`src/rtl/tmr_mem_pkg.sv`:
```
// rtl/tmr_mem_pkg.sv - shared types and memory geometry for the TMR scrubber
package tmr_mem_pkg;
  localparam int MEM_ADDR_W = 8;
  localparam int MEM_DATA_W = 8;

  typedef enum logic [1:0] {IDLE, S_RD, S_WAIT, S_WR} scrub_state_e;
endpackage

```
`src/rtl/scrub_timer.sv`:
```
// rtl/scrub_timer.sv - scrub interval down-counter and pending-step flag
module scrub_timer #(
  parameter int SCRUB_INTERVAL = 1024
) (
  input  logic clk,
  input  logic rst_n,
  input  logic scrub_en,
  input  logic start,
  output logic pend
);
  localparam int CNT_W = (SCRUB_INTERVAL > 2) ? $clog2(SCRUB_INTERVAL) : 1;
  localparam logic [CNT_W-1:0] LOAD = CNT_W'(SCRUB_INTERVAL - 1);

  logic [CNT_W-1:0] cnt;

  // pend rises on the same edge the count lands on zero
  always_ff @(posedge clk or negedge rst_n) begin
    if (!rst_n) begin
      cnt  <= LOAD;
      pend <= 1'b0;
    end else if (start) begin
      cnt  <= LOAD;
      pend <= 1'b0;
    end else if (scrub_en && !pend) begin
      if (cnt == '0) begin
        pend <= 1'b1;
      end else begin
        cnt <= cnt - CNT_W'(1);
        if (cnt == CNT_W'(1)) pend <= 1'b1;
      end
    end
  end
endmodule

```
`src/rtl/tmr_mem_scrubber.sv`:
```
// rtl/tmr_mem_scrubber.sv - host/scrub arbiter owning the triplicated SRAM port
module tmr_mem_scrubber
  import tmr_mem_pkg::*;
#(
  parameter int ADDR_W         = MEM_ADDR_W,
  parameter int DATA_W         = MEM_DATA_W,
  parameter int SCRUB_INTERVAL = 1024,
  parameter int STARVE_MAX     = 16
) (
  input  logic              clk,
  input  logic              rst_n,
  input  logic              scrub_en,
  input  logic              host_req,
  input  logic              host_we,
  input  logic [ADDR_W-1:0] host_addr,
  input  logic [DATA_W-1:0] host_wdata,
  output logic              host_gnt,
  output logic              host_rvalid,
  output logic [DATA_W-1:0] host_rdata,
  output logic              mem_enable,
  output logic              mem_we,
  output logic [ADDR_W-1:0] mem_addr,
  output logic [DATA_W-1:0] mem_wdata,
  input  logic [DATA_W-1:0] mem_rdata,
  output logic [ADDR_W-1:0] scrub_addr,
  output logic              scrub_pass_done,
  output logic [15:0]       scrub_count
);
  localparam int SW = $clog2(STARVE_MAX + 1);

  scrub_state_e      state;
  logic              pend;
  logic              starved;
  logic              go;
  logic [SW-1:0]     starve_cnt;
  logic [DATA_W-1:0] scrub_buf;

  assign starved    = pend && (starve_cnt == SW'(STARVE_MAX));
  assign host_gnt   = host_req && (state == IDLE) && !starved;
  assign go         = (state == IDLE) && pend && (!host_req || starved);
  // the voted word arrives the cycle after the read edge, alongside rvalid
  assign host_rdata = host_rvalid ? mem_rdata : '0;

  // the interval counts only idle-port cycles, so steps sit SCRUB_INTERVAL+3 apart
  scrub_timer #(.SCRUB_INTERVAL(SCRUB_INTERVAL)) u_timer (
    .clk      (clk),
    .rst_n    (rst_n),
    .scrub_en (scrub_en && (state == IDLE)),
    .start    (go),
    .pend     (pend)
  );

  always_comb begin
    mem_enable = 1'b0;
    mem_we     = 1'b0;
    mem_addr   = '0;
    mem_wdata  = '0;
    case (state)
      IDLE: if (host_gnt) begin
        mem_enable = 1'b1;
        mem_we     = host_we;
        mem_addr   = host_addr;
        mem_wdata  = host_wdata;
      end
      S_RD: begin
        mem_enable = 1'b1;
        mem_addr   = scrub_addr;
      end
      S_WR: begin
        mem_enable = 1'b1;
        mem_we     = 1'b1;
        mem_addr   = scrub_addr;
        mem_wdata  = scrub_buf;
      end
      default: ;
    endcase
  end

  always_ff @(posedge clk or negedge rst_n) begin
    if (!rst_n) begin
      state           <= IDLE;
      starve_cnt      <= '0;
      scrub_buf       <= '0;
      scrub_addr      <= '0;
      scrub_count     <= '0;
      scrub_pass_done <= 1'b0;
      host_rvalid     <= 1'b0;
    end else begin
      scrub_pass_done <= 1'b0;
      host_rvalid     <= host_gnt && !host_we;
      case (state)
        IDLE: begin
          if (go) begin
            state      <= S_RD;
            starve_cnt <= '0;
          end else if (pend && host_gnt) begin
            starve_cnt <= starve_cnt + SW'(1);
          end
        end
        S_RD: state <= S_WAIT;
        S_WAIT: begin
          scrub_buf <= mem_rdata;
          state     <= S_WR;
        end
        S_WR: begin
          state           <= IDLE;
          scrub_addr      <= scrub_addr + ADDR_W'(1);
          scrub_pass_done <= &scrub_addr;
          if (scrub_count != 16'hFFFF) scrub_count <= scrub_count + 16'd1;
        end
        default: state <= IDLE;
      endcase
    end
  end
endmodule
```
`config.mk`:
```
export PLATFORM = sky130hd
export DESIGN_NAME = tmr_mem_scrubber
export DESIGN_NICKNAME = d
export VERILOG_FILES = /design/src/rtl/tmr_mem_pkg.sv /design/src/rtl/scrub_timer.sv /design/src/rtl/tmr_mem_scrubber.sv
export SDC_FILE = /design/constraint.sdc
export NUM_CORES = 1
export LEC_CHECK = 0
export BUFFER_PORTS_ARGS = -buffer_cell sky130_fd_sc_hd__buf_2
export CAP_MARGIN = 10
export CORE_AREA = 4 4 92 94
export CTS_CLUSTER_SIZE = 10
export DETAILED_ROUTE_END_ITERATION = 16
export DIE_AREA = 0 0 96 98
export PLACE_DENSITY = 0.66
export SETUP_SLACK_MARGIN = 0.02
export SLEW_MARGIN = 20
export SYNTH_ARGS = -nofsm -noshare
export SYNTH_HDL_FRONTEND = slang
export SYNTH_SLANG_ARGS = --single-unit
```
`constraint.sdc`:
```
create_clock -name clk -period 2.23 [get_ports clk]
set_clock_uncertainty 0.05 [all_clocks]
set_input_delay 0.223 -clock clk [delete_from_list [all_inputs] [get_ports clk]]
set_output_delay 0.223 -clock clk [all_outputs]
set_load 0.05 [all_outputs]
```
=== Word-level counts from Yosys, hierarchy flattened ===
Cells that the tools add are included.

* Register bits after elaboration: 52
* Bits in latches: 0
* Bits in writable memories: 0
* Memory bits (read-only): 0
* Bits of input ports: 29
* Output and inout port bits: 53
* Memories kept: 0

* Add/subtract/negate cells: 4
* Multipliers: 0
* Div/mod/pow operators: 0
* Order comparisons: 0
* Equal/unequal tests: 8
* Shift operators: 0
* Muxes and demuxes: 21
* Bitwise logic cells: 0
* Reductions and logical operators: 25

{| class="wikitable"
|+ Operators by type and width
! kind !! count
|-
| 8-bit one-hot mux with 2 select lines || 2
|-
| 10-bit two-way mux || 3
|-
| 8-bit two-way mux || 3
|-
| 16-bit by 1-bit adder with 16-bit output (second input constant) || 1
|-
| 16-bit inequality test (second input constant) || 1
|-
| 10-bit by 1-bit equality test with 1-bit output (second input constant) || 1
|-
| 10-bit logical NOT || 1
|-
| 5-bit two-way mux || 2
|-
| 10-bit by 1-bit subtractor with 10-bit output (second input constant) || 1
|-
| 1-bit logical AND || 9
|-
| 8-bit by 1-bit adder with 8-bit output (second input constant) || 1
|-
| 2-bit one-hot mux with 4 select lines || 1
|-
| 2-bit AND reduction || 4
|-
| 8-bit AND reduction || 1
|-
| 1-bit two-way mux || 7
|-
| 5-bit by 1-bit adder with 5-bit output (second input constant) || 1
|-
| 5-bit equality test (second input constant) || 1
|-
| 2-bit equality test (second input constant) || 2
|-
| 1-bit logical NOT || 4
|-
| 2-bit inequality test (second input constant) || 2
|-
| 1-bit one-hot mux with 2 select lines || 2
|-
| 2-bit nonzero test || 2
|-
| 3-bit nonzero test || 1
|-
| 2-bit by 1-bit equality test with 1-bit output (second input constant) || 1
|-
| 4 further kinds || 4
|}

=== Depth between registers and ports, before layout ===
Gate-level depths: netlist of the first run.

* Depth in word-level cells: 7
* Gate-level depth with buffers: 9
* Depth with buffers taken out: 8

=== Hierarchy ===
A second synthesis of the first run with hierarchy kept.

* Cell total of the unflattened synthesis: 284
* Area total of the unflattened synthesis: 2906.5 um^2

{| class="wikitable"
|+ Modules (own cells, without submodules)
! module !! times used !! cells an instance !! area an instance (um^2) !! seq. area each (um^2)
|-
| tmr_mem_scrubber || 1 || 220 || 2253.4 || 1026.0
|-
| scrub_timer || 1 || 64 || 653.1 || 287.8
|}

=== Worst setup path before layout of the first run ===
Ideal clock, no wire load.

* Path kind: reg2out
* Start: register state[0]
* End: output mem_addr[0]
* Arrival time: 2267 ps
* Required time: 1957 ps
* Setup slack: -310 ps
* Cell stages (with the launch flop): 9
* Path buffers: 2
* Cell sequence: dfrtp_1 > clkbuf_1 > inv_1 > ha_1 > nand2_1 > inv_2 > buf_2 > a22oi_1 > nor2_1

* Word-level cells in the longest chain between the ends: 5
* Elaborated cells on any way between the ends: 8

{| class="wikitable"
|+ RTL lines
! item !! line !! RTL
|-
| start: declaration || tmr_mem_scrubber.sv:31 || <nowiki>scrub_state_e state;</nowiki>
|-
| start signal: assignment || tmr_mem_scrubber.sv:81 || <nowiki>state <= IDLE;</nowiki>
|-
| start signal: assignment || tmr_mem_scrubber.sv:94 || <nowiki>state <= S_RD;</nowiki>
|-
| start signal: assignment || tmr_mem_scrubber.sv:100 || <nowiki>S_RD: state <= S_WAIT;</nowiki>
|-
| 2-bit logical NOT || tmr_mem_scrubber.sv:39 || <nowiki>assign host_gnt = host_req && (state == IDLE) && !starved;</nowiki>
|-
| 1-bit logical AND (2 in a row) || tmr_mem_scrubber.sv:39 ||
|-
| net host_gnt || tmr_mem_scrubber.sv:17 || <nowiki>output logic host_gnt,</nowiki>
|-
| 8-bit two-way mux || tmr_mem_scrubber.sv:59 || <nowiki>IDLE: if (host_gnt) begin</nowiki>
|-
| 8-bit one-hot mux with 2 select lines || tmr_mem_scrubber.sv:58 || <nowiki>case (state)</nowiki>
|-
| end: declaration || tmr_mem_scrubber.sv:22 || <nowiki>output logic [ADDR_W-1:0] mem_addr,</nowiki>
|}

The timed path passes the listed nets, and every way through them passes these cells.

=== Worst setup path in the final report of the first run ===
* Start: register starve_cnt[0]
* End: output mem_addr[6]

* Word-level cells in the longest chain between the ends: 6

{| class="wikitable"
|+ RTL lines
! item !! line !! RTL
|-
| start: declaration || tmr_mem_scrubber.sv:35 || <nowiki>logic [SW-1:0] starve_cnt;</nowiki>
|-
| start signal: assignment || tmr_mem_scrubber.sv:97 || <nowiki>starve_cnt <= starve_cnt + SW'(1);</nowiki>
|-
| 5-bit equality test || tmr_mem_scrubber.sv:38 || <nowiki>assign starved = pend && (starve_cnt == SW'(STARVE_MAX));</nowiki>
|-
| 1-bit logical AND || tmr_mem_scrubber.sv:38 ||
|-
| 1-bit logical NOT || tmr_mem_scrubber.sv:39 ||
|-
| 1-bit logical AND || tmr_mem_scrubber.sv:39 ||
|-
| 8-bit two-way mux || tmr_mem_scrubber.sv:59 ||
|-
| 8-bit one-hot mux with 2 select lines || tmr_mem_scrubber.sv:58 ||
|}

Every way passes these cells.

==> reports/results.ini, run 1 <==
[final_layout]
post-route-cell-area_mm2=0.00370
fillerInstances=725
multiInputGateArea_mm2=0.00155
nNetsFinal=410
diodes=0
final-seq-area_mm2=0.00132
drive_gt1_frac=0.403
syn_to_final_growth_pct=29.4

[synthesis]
synth_top_family_by_area=simple AND/OR/NAND/NOR gates
synthAdderAreaFrac=0.0525
yosysUniqueCellTypes=49
syn_area_per_cell_um2=10.3
syn_inst=279
ys_async_sr_fraction=1.00
synth-seq-area-share=0.459
synth_compound_area_frac=0.151
synth_simple_gate_area_share=0.196
synth-seq-cells=52
synth_ff_type=dfrtp_1
syn_area_mm2=0.00286
synth_xor_area_frac=0.0582
yosysWarnings=0
synthMuxAreaShare=0.0542
synth_edf_count=0
synth_fp_nets=320

[sta]
finalSetupViolations=0
fin_crit_sh=0.939
hold_ws_ns=-0.0247
rsz0062_at_grt=true
finalHoldViolCount=24
relSlewSlack=0.560
fin_crit_ns=2.09
max_freq_mhz=478
tightest_slew_ns=0.661
slew_viol_final=0
setup_ws_ns=0.136

[detailed_routing]
ant_nets=0
wirelength_um=6840
via_per_inst=5.24
via_count=2473
drc=0
drt_pass1_iterations=4
wl_per_cell_um=14.5
drt_iter0_markers=101

[floorplan]
core_region_area_mm2=0.00765
start_util=0.374
pin_count=82
die_y_um=98
die_x_um=96
row_count=32
die_area_mm2=0.00941

[cts]
clock-root-buffer=clkbuf_8
cts.sinks=52
cts-root-to-sink-buffers=2
cts_buffers=5
hold_buffers=0
htreeDepth=2
cts_tree=yes
path_clk_slew_ns=0.09
clock_latency_ns=0.30

[setup_path]
crit_path_cell_trace=inv_1 -> ha_1 -> inv_1 -> o21a_1 -> nand2_4 -> inv_8 -> a22oi_2 -> nor2_4 -> buf_4
r2r-start=u_timer.cnt[0]$_DFFE_PN1P_
worstSetupEndpointType=primary output
worstRegToRegCells=6
rrSetupSlack_ns=0.20
critPathLaunchType=flip-flop
crit_path_start=starve_cnt[0]$_DFFE_PN0P_
cp_data_arrival_time_ns=1.82
path_max_fanout=10
crit_path_frequent_cell=inv_1
critical_path_class=flip-flop to primary output
cp_data_required_time_ns=1.96
slowest_stage=dfrtp_1
max_stage_delay_ns=0.41
rr_endpoint=u_timer.cnt[1]$_DFFE_PN1P_

[pwr]
power.density_mw_per_mm2=672
finalPower_w=0.00249
p_leak_nw=1.76
ir_drop_mv=0.311

[placed_design]
place_area_mm2=0.00344
pre_cts_slack_ns=0.219
io_buffers=81
hpwlAfterDp_um=4860
finalWeightedCongestion=0.816

[worst_hold_path]
min_path_type=input port to asynchronous set/reset pin

[global_route]
grt_pass1_wl_um=11200
overflow=0
grt_max_degree=53
grt_use_total=0.147
antenna_found_initial=0
grt_pass1_vias=2348

[run_status]
failed_checks=hold timing
outcome=finished, violations left

[job]
max_cap_viol_count=0

## cell families after synthesis
family / after synthesis
buf+inv: 21
fa+ha+maj: 12
flops: 52
simple gates: 104
compound gates: 57
xor+xnor: 19
mux: 14
## cell type report
cell class	count	share of cell area
clock buffer	6	0.0196
clock inverter	2	0.00947
inverter	11	0.0132
multi-input combinational	206	0.419
sequential	52	0.355
tap	102	0.0345
timing repair buffer	92	0.147
timing repair inverter	1	0.00169
## registers in the layout (all words and copies together) (netlist names)
| signal | count |
|---|---|
| u_timer.pend | 1 |
| state | 2 |
| scrub_addr | 8 |
| scrub_count | 16 |
| host_rvalid | 1 |
| starve_cnt | 5 |
| scrub_pass_done | 1 |
| scrub_buf | 8 |
| u_timer.cnt | 10 |
## repair_timing
item | 4_1_cts | 5_1_grt
endpoints found under the setup margin | 18 | 19
pin swaps | 0 | 3
resized for setup | 14 | 24
cloned | 0 | 1
setup buffers | 0 | 5
## worst max-delay path: cells and delay by family (launching register included)
kind	cells	cell delay, ns
AOI/OAI and AO/OA	2	0.43
adders and majority gates	1	0.13
buffers and inverters	4	0.37
DFF	1	0.41
and+or+nand+nor	2	0.17
## metal layers
| metal | part of all wire | vias to the layer above | global-route usage |
|---|---|---|---|
| li1 | - | 1199 | - |
| met1 | 0.43 | 1215 | 0.191 |
| met2 | 0.52 | 52 | 0.249 |
| met3 | 0.044 | 7 | 0.0316 |
| met4 | 0.0092 | 0 | 0.0328 |
| met5 | 0 | - | 0 |
## Yosys cell counts, types with 3 or more instances
| library cell | instances | share of area |
|---|---|---|
| a211o_1 | 5 | 0.015 |
| a21oi_1 | 4 | 0.0070 |
| a221oi_1 | 3 | 0.0092 |
| a22oi_1 | 16 | 0.042 |
| a31oi_1 | 6 | 0.013 |
| and2_1 | 9 | 0.020 |
| and3_1 | 7 | 0.015 |
| buf_1 | 4 | 0.0052 |
| buf_2 | 3 | 0.0052 |
| clkbuf_1 | 3 | 0.0039 |
| dfrtp_1 | 42 | 0.37 |
| dfstp_2 | 10 | 0.092 |
| ha_1 | 12 | 0.052 |
| inv_1 | 10 | 0.013 |
| mux2_2 | 11 | 0.043 |
| nand2_1 | 12 | 0.016 |
| nand3_1 | 12 | 0.021 |
| nand4_1 | 7 | 0.015 |
| nor2_1 | 29 | 0.038 |
| nor3_1 | 8 | 0.014 |
| nor3_2 | 3 | 0.010 |
| nor4_1 | 3 | 0.0066 |
| o211ai_1 | 4 | 0.010 |
| o21ai_0 | 7 | 0.012 |
| xnor2_1 | 11 | 0.034 |
| xor2_1 | 8 | 0.024 |
## through the flow
step | cells | setup TNS [ns] | utilization | hold slack, ns
floorplan | 279 | -0.134 | - | -0.123
global placement | 458 | 0 | 0.450 | 0.333
detailed placement | 458 | 0 | 0.450 | 0.337
CTS | 466 | 0 | 0.468 | 0.00298
global route | 472 | -0.0987 | 0.484 | 0.0266
finish | 472 | 0 | 0.484 | -0.0247
## power breakdown
| group | internal (W) | leakage (nW) | total (W) | switching, W |
|---|---|---|---|---|
| clock network | 0.000334 | 0.0552 | 0.000640 | 0.000307 |
| registers | 0.00109 | 0.650 | 0.00119 | 0.000107 |
| logic | 0.000243 | 1.06 | 0.000655 | 0.000412 |
| total | 0.00166 | 1.76 | 0.00249 | 0.000826 |
## placed cells by master (no fill, tap or decap), drive strengths merged, types with 2 or more instances in the layout
master / count
buf: 88
dfrtp: 42
nor2: 29
a22oi: 16
nand3: 13
nand2: 12
mux2: 12
ha: 12
inv: 12
xnor2: 11
nor3: 11
dfstp: 10
clkbuf: 10
and2: 9
xor2: 8
and3: 8
o21ai: 8
nand4: 7
a31oi: 6
a211o: 5
o211ai: 4
a21oi: 4
nor4: 3
a221oi: 3
o21a: 2
or3: 2
mux2i: 2
nor2b: 2
a41oi: 2
a211oi: 2
nand2b: 2
nor3b: 2
## worst max path at each step
stage	to	depth (start not counted)
4_1_cts	mem_addr[7]	9
2_1_floorplan	mem_wdata[0]	5
6_report	mem_addr[6]	9
5_1_grt	mem_wdata[3]	9
3_3_place_gp	u_timer.cnt[1]$_DFFE_PN1P_	6
3_5_place_dp	u_timer.cnt[1]$_DFFE_PN1P_	6
(Power assumes the default switching activity.)
==> run 2: changes to the inputs <==
--- a/config.mk
+++ b/config.mk
@@ -8,12 +8,13 @@
 export BUFFER_PORTS_ARGS = -buffer_cell sky130_fd_sc_hd__buf_2
 export CAP_MARGIN = 10
 export CORE_AREA = 4 4 92 94
+export CTS_BUF_LIST = sky130_fd_sc_hd__clkbuf_2 sky130_fd_sc_hd__clkbuf_4 sky130_fd_sc_hd__clkbuf_8
 export CTS_CLUSTER_SIZE = 10
 export DETAILED_ROUTE_END_ITERATION = 16
 export DIE_AREA = 0 0 96 98
 export PLACE_DENSITY = 0.66
 export SETUP_SLACK_MARGIN = 0.02
-export SLEW_MARGIN = 20
+export SLEW_MARGIN = 5
 export SYNTH_ARGS = -nofsm -noshare
 export SYNTH_HDL_FRONTEND = slang
 export SYNTH_SLANG_ARGS = --single-unit
==> run 2 against run 1 <==
Against the previous run:
- the run still ends with hold timing left
- clock-buffer cell count did not move
- sequential power barely moved
- design area rose by 0.10%
- register-to-register slack barely moved
- largest cell class unchanged
- power rose by 0.46%
- largest power group unchanged
- cell count did not move
- hold slack barely moved
- worst setup slack got worse by 0.0063 ns
==> reports/results.ini, run 2 (synthesis gave the netlist of run 1 again) <==
[cts]
cts_buffers=5  ; unchanged
path_clk_slew_ns=0.09  ; about the same
cts-root-to-sink-buffers=2  ; unchanged
cts.sinks=52  ; unchanged
clock_latency_ns=0.30  ; about the same
cts_tree=yes
htreeDepth=2  ; unchanged
clock-root-buffer=clkbuf_8

[pwr]
p_seq_frac=0.477  ; -0.002
switching_share=0.330  ; -0.00179
power.density_mw_per_mm2=674  ; +0.36%
p_leak_nw=1.77  ; +0.19%
switching_power_w=0.000825  ; about the same
clkPwrFrac=0.261  ; +0.004
p_int_w=0.00167  ; +0.73%
pwr-share-comb=0.262  ; about the same
ir_drop_mv=0.311  ; about the same

[setup_path]
rrSetupSlack_ns=0.20  ; about the same
r2r-start=u_timer.cnt[0]$_DFFE_PN1P_
critPathLaunchType=flip-flop
crit_path_frequent_cell=inv_1
max_stage_delay_ns=0.41  ; about the same
rr_endpoint=u_timer.cnt[1]$_DFFE_PN1P_
slowest_stage=dfrtp_1
worstRegToRegCells=6  ; unchanged
cp_data_arrival_time_ns=1.83  ; about the same
crit_path_cell_trace=inv_1 -> ha_1 -> inv_1 -> o21a_1 -> nand2_4 -> inv_8 -> a22oi_2 -> nor2_4 -> buf_4
critical_path_class=flip-flop to primary output
path_max_fanout=10  ; unchanged
cp_data_required_time_ns=1.96  ; about the same
worstSetupEndpointType=primary output

[sta]
rsz0062_at_grt=true
hold_ws_ns=-0.0250  ; -0.000319 ns
slew_viol_final=0  ; unchanged
fin_crit_sh=0.942  ; +0.00281
relSlewSlack=0.559  ; about the same
tightest_slew_ns=0.661  ; +0.000289 ns
finalHoldViolCount=23  ; -4.2%
fin_crit_ns=2.10  ; +0.00628 ns
finalSetupViolations=0  ; unchanged
max_freq_mhz=476  ; -0.30%

[floorplan]
core_region_area_mm2=0.00765  ; unchanged
row_count=32  ; unchanged
start_util=0.374  ; unchanged
die_y_um=98  ; unchanged
die_area_mm2=0.00941  ; unchanged
die_x_um=96  ; unchanged
pin_count=82  ; unchanged

[placed_design]
hpwlAfterDp_um=4860  ; unchanged
finalWeightedCongestion=0.816  ; unchanged
dp.cells=458  ; unchanged
io_buffers=81  ; unchanged

[detailed_routing]
via_per_inst=5.20  ; -0.73%
ant_nets=0  ; unchanged
drt_iter0_markers=103  ; +2.0%
wl_per_cell_um=14.4  ; -0.66%
via_count=2455  ; -0.73%
drt_pass1_iterations=4  ; unchanged
drc=0  ; unchanged
wirelength_um=6790  ; -0.66%

[global_route]
grt_max_degree=53  ; unchanged
grt_pass1_wl_um=11200  ; -0.24%
grt_pass1_vias=2337  ; -0.47%
grt_use_total=0.147  ; -0.000474
antenna_found_initial=0  ; unchanged
overflow=0  ; unchanged

[final_layout]
instances_no_fill=472  ; unchanged
syn_to_final_growth_pct=29.5
final_cell_mix=buf_2, dfrtp_1, nor2_1, buf_4, nand3_1
largest_register_ff_count=16  ; unchanged
top_register=scrub_count
diodes=0  ; unchanged
layout_commonest_cell=buf_2
nNetsFinal=410  ; unchanged
reg.largest.list=scrub_count: 16 flops, u_timer.cnt: 10 flops
fillerInstances=725  ; unchanged
drive_gt1_frac=0.405  ; +0.00270

[job]
max_cap_viol_count=0  ; unchanged

[run_status]
failed_checks=hold timing
outcome=finished, violations left

[worst_hold_path]
min_path_type=input port to asynchronous set/reset pin

run 2: cell counts in the layout (fill, tap and decap cells not counted):
Identical to the previous run, type by type.
run 2: layout make-up:
cell class	instances	area (um2)	share of cell area
Clock buffer	6	76.3	0.0206
Clock inverter	2	35.0	0.00946
Inverter	11	48.8	0.0132
Multi-Input combinational cell	206	1550	0.418
Sequential cell	52	1320	0.355
Tap cell	102	128	0.0344
Timing Repair Buffer	92	546	0.147
Timing Repair inverter	1	6.26	0.00169
run 2: through the flow:
stage | cell area, um2 | setup slack, ns | TNS (ns) | power (W) | utilization
floorplan | 2910 | -0.0336 | -0.134 | 0.00165 | -
global placement | 3440 | 0.254 | 0 | 0.00180 | 0.450
detailed placement | 3440 | 0.219 | 0 | 0.00182 | 0.450
CTS | 3590 | 0.0191 | 0 | 0.00250 | 0.469
global route | 3700 | -0.0237 | -0.0990 | 0.00264 | 0.484
finish | 3700 | 0.129 | 0 | 0.00250 | 0.484
run 2: worst max-delay path: cells and delay by family (launching register included):
| kind | cells | cell delay [ns] |
|---|---|---|
| and+or+nand+nor | 2 | 0.17 |
| AOI/OAI and AO/OA | 2 | 0.43 |
| DFF | 1 | 0.41 |
| adders and majority gates | 1 | 0.13 |
| buffers and inverters | 4 | 0.37 |
run 2: power by group through the flow:
stage	combinational, W	sequential, W	clock, W
floorplan	0.000458	0.00119	0
global placement	0.000594	0.00120	0
detailed placement	0.000609	0.00121	0
CTS	0.000630	0.00119	0.000677
global route	0.000711	0.00121	0.000718
finish	0.000654	0.00119	0.000653
run 2: repair_timing:
item                                    in CTS  in global routing
buffers inserted                             0                  5
gates resized for setup                     14                 24
endpoints found under the setup margin      18                 19
cloned                                       0                  1
hold buffers                                 0                  0
pin swaps                                    0                  3
run 2: metal layers:
| layer | vias up | GRT usage | routed length [um] |
|---|---|---|---|
| li1 | 1199 | - | - |
| met1 | 1202 | 0.192 | 2940 |
| met2 | 47 | 0.246 | 3500 |
| met3 | 7 | 0.0316 | 290 |
| met4 | 0 | 0.0328 | 63 |
| met5 | - | 0 | 0 |
run 2: worst max-delay path by stage:
stage                                           from                    endpoint  slack (ns)
final                      starve_cnt[0]$_DFFE_PN0P_                 mem_addr[6]        0.13
after global placement    u_timer.cnt[0]$_DFFE_PN1P_  u_timer.cnt[1]$_DFFE_PN1P_        0.25
after floorplan                 state[0]$_DFFE_PN0P_                mem_wdata[0]       -0.03
after CTS                  starve_cnt[0]$_DFFE_PN0P_                 mem_addr[7]        0.02
after detailed placement  u_timer.cnt[0]$_DFFE_PN1P_  u_timer.cnt[1]$_DFFE_PN1P_        0.22
after global routing       starve_cnt[0]$_DFFE_PN0P_                mem_wdata[3]       -0.02
==> run 3: changes to the inputs <==
--- a/config.mk
+++ b/config.mk
@@ -5,14 +5,15 @@
 export SDC_FILE = /design/constraint.sdc
 export NUM_CORES = 1
 export LEC_CHECK = 0
+export ABC_AREA = 1
 export BUFFER_PORTS_ARGS = -buffer_cell sky130_fd_sc_hd__buf_2
 export CAP_MARGIN = 10
-export CORE_AREA = 4 4 92 94
+export CORE_AREA = 4 4 81 83
 export CTS_BUF_LIST = sky130_fd_sc_hd__clkbuf_2 sky130_fd_sc_hd__clkbuf_4 sky130_fd_sc_hd__clkbuf_8
 export CTS_CLUSTER_SIZE = 10
 export DETAILED_ROUTE_END_ITERATION = 16
-export DIE_AREA = 0 0 96 98
-export PLACE_DENSITY = 0.66
+export DIE_AREA = 0 0 85 87
+export PLACE_DENSITY = 0.86
 export SETUP_SLACK_MARGIN = 0.02
 export SLEW_MARGIN = 5
 export SYNTH_ARGS = -nofsm -noshare
==> run 3 against run 2 <==
Against the previous run:
- the flow now finishes without violations
- clock-buffer cell count fell by 1
- synthesized cell count up 53%
- critical path type unchanged
- fmax down 4.0%
- design area up 9.7%
- sequential share of layout area fell by 3.2 points
==> reports/results.ini, run 3 <==
[run_status]
outcome=finished, final reports clean

[synthesis]
synth_edf_count=0  ; unchanged
yosysUniqueCellTypes=26  ; -47%
synth_xor_area_frac=0.0471  ; -0.0111
synth_top_area_frac=0.332  ; -0.0350
synthAdderAreaFrac=0.0475  ; -0.00501
synth_compound_area_frac=0.0633  ; -0.0880
synth_ff_type=dfrtp_1
synth_simple_gate_area_share=0.320  ; +0.125
synth-seq-cells=52  ; unchanged
synth_top_family_by_area=simple AND/OR/NAND/NOR gates
synth_most_common_cell=nand2_1
synth_common_cells=nand2_1, inv_1, dfrtp_1
synth.largest_area_cell=dfrtp_1
synth-seq-area-share=0.416  ; -0.0438
yosys-top-cells-area=dfrtp_1, nand2_1, dfstp_2, nand3_1, inv_1
syn_inst=428  ; +53%
synthMuxAreaShare=0.0285  ; -0.0258
synth_fp_nets=469  ; +47%
syn_area_per_cell_um2=7.39  ; -28%
syn_area_mm2=0.00316  ; +11%
ys_async_sr_fraction=1.00  ; unchanged
yosysWarnings=0  ; unchanged

[detailed_routing]
drt_pass1_iterations=5  ; +1
wirelength_um=8600  ; +27%
drc=0  ; unchanged
via_per_inst=5.32  ; +2.2%
wl_per_cell_um=14.4  ; +0.27%
via_count=3168  ; +29%
ant_nets=0  ; unchanged
drt_iter0_markers=161  ; +56%

[final_layout]
syn_to_final_growth_pct=28.6
diodes=0  ; unchanged
postLayoutCoreUtil=0.695  ; +0.210
top_register=scrub_count
drive_gt1_frac=0.305  ; -0.100
instances_no_fill=596  ; +26%
final_cell_mix=nand2_1, buf_2, inv_1
layout_commonest_cell=nand2_1
reg.largest.list=scrub_count: 16 flops, u_timer.cnt: 10 flops
largest_register_ff_count=16  ; unchanged
fillerInstances=433  ; -40%
nNetsFinal=561  ; +37%

[floorplan]
core_region_area_mm2=0.00585  ; -23%
die_area_mm2=0.00740  ; -21%
row_count=28  ; -13%
start_util=0.540  ; +0.166
die_y_um=87  ; -11%
die_x_um=85  ; -11%
pin_count=82  ; unchanged

[global_route]
grt_pass1_vias=2996  ; +28%
grt_use_total=0.228  ; +0.0813
grt_max_degree=32  ; -40%
overflow=0  ; unchanged
grt_pass1_wl_um=13700  ; +23%
antenna_found_initial=0  ; unchanged

[cts]
clock_latency_ns=0.32  ; +0.02 ns
cts_buffers=5  ; unchanged
path_clk_slew_ns=0.11  ; +0.02 ns
htreeDepth=2  ; unchanged
cts-root-to-sink-buffers=2  ; unchanged
clock-root-buffer=clkbuf_8
cts.sinks=52  ; unchanged
cts_tree=yes

[placed_design]
dp.cells=579  ; +26%
finalWeightedCongestion=0.869  ; +6.5%
io_buffers=81  ; unchanged
hpwlAfterDp_um=6020  ; +24%

[setup_path]
worst-path-buf-inv=2  ; -2
cp_top_family=adder cells
worstSetupEndpointType=primary output
cp_data_required_time_ns=1.96  ; about the same
critPathLaunchType=flip-flop
cp_data_arrival_time_ns=1.92  ; +0.09 ns
critical_path_class=flip-flop to primary output
path_max_fanout=9  ; -1
crit_path_cell_trace=inv_1 -> ha_1 -> a21oi_1 -> buf_4
max_stage_delay_ns=0.61  ; +0.20 ns
slowest_stage=ha_1

[sta]
slew_viol_final=0  ; unchanged
rsz0062_at_grt=true
max_freq_mhz=457  ; -4.0%
finalSetupViolations=0  ; unchanged
hold_ws_ns=0.0200  ; +0.0450 ns
tightest_slew_ns=0.708  ; +0.0475 ns
fin_crit_ns=2.19  ; +0.0885 ns
setup_tns_ns=0  ; unchanged
fin_crit_sh=0.982  ; +0.0397
finalHoldViolCount=0  ; -100%
relSlewSlack=0.528  ; -0.0316

[pwr]
ir_drop_mv=1.04  ; +230%
power.density_mw_per_mm2=1320  ; +95%
finalPower_w=0.00535  ; +110%
p_leak_nw=2.09  ; +18%

[job]
max_cap_viol_count=0  ; unchanged

[worst_hold_path]
min_path_type=input port to flip-flop

[run 3: per-stage QoR]
stage | setup slack (ns) | area, um2
global route | -0.0325 | 4070
CTS | 0.0434 | 3990
floorplan | -0.135 | 3240
detailed placement | 0.186 | 3730
global placement | 0.253 | 3730
finish | 0.0410 | 4070
[run 3: power breakdown]
part | internal [W] | switching, W
registers | 0.00130 | 0.000307
logic | 0.00107 | 0.00209
clock network | 0.000231 | 0.000358
[run 3: cells by family (layout without fill, tap and decap cells)]
| group | after synthesis | after routing |
|---|---|---|
| buf+inv | 58 | 151 |
| mux | 8 | 8 |
| xor+xnor | 17 | 17 |
| fa+ha+maj | 12 | 12 |
| simple gates | 242 | 242 |
| compound gates | 39 | 39 |
| flops | 52 | 52 |
[run 3: final cells by class]
type,count,area (um2),share of cell area
Multi-Input combinational cell,318,1700,0.419
Sequential cell,52,1310,0.323
Timing Repair Buffer,97,679,0.167
Inverter,46,178,0.0437
Tap cell,75,93.8,0.0231
Clock buffer,5,68.8,0.0169
Clock inverter,3,27.5,0.00677
[run 3: repair_timing]
action	4_1_cts	5_1_grt
hold buffers	1	0
buffers inserted	4	2
endpoints found under the setup margin	17	31
hold endpoints to repair	26	0
resized for setup	36	11
pin swaps	1	2
gates cloned	1	1
[run 3: final timing paths]
check | start | to | slack, ns | depth (start not counted)
worst max-delay path | state[0]$_DFFE_PN0P_ | mem_enable | 0.04 | 4
worst min-delay path | host_we | host_rvalid$_DFF_PN0_ | 0.02 | 2
worst max register to register | scrub_count[1]$_DFFE_PN0P_ | scrub_count[10]$_DFFE_PN0P_ | 0.26 | 8
worst min register to register | u_timer.cnt[1]$_DFFE_PN1P_ | u_timer.cnt[1]$_DFFE_PN1P_ | 0.45 | 2
max in group asynchronous | rst_n | u_timer.cnt[4]$_DFFE_PN1P_ | 0.97 | 3
min in group asynchronous | rst_n | scrub_addr[4]$_DFFE_PN0P_ | 0.43 | 2
[run 3: per-layer routing]
metal  up-vias  part of all wire  wire [um]  track usage
li1       1526                 -          -            -
met5         -                 0          0            0
met4         0             0.017        143       0.0691
met2       109              0.53       4550        0.426
met3        16             0.052        444       0.0388
met1      1517              0.40       3460        0.266
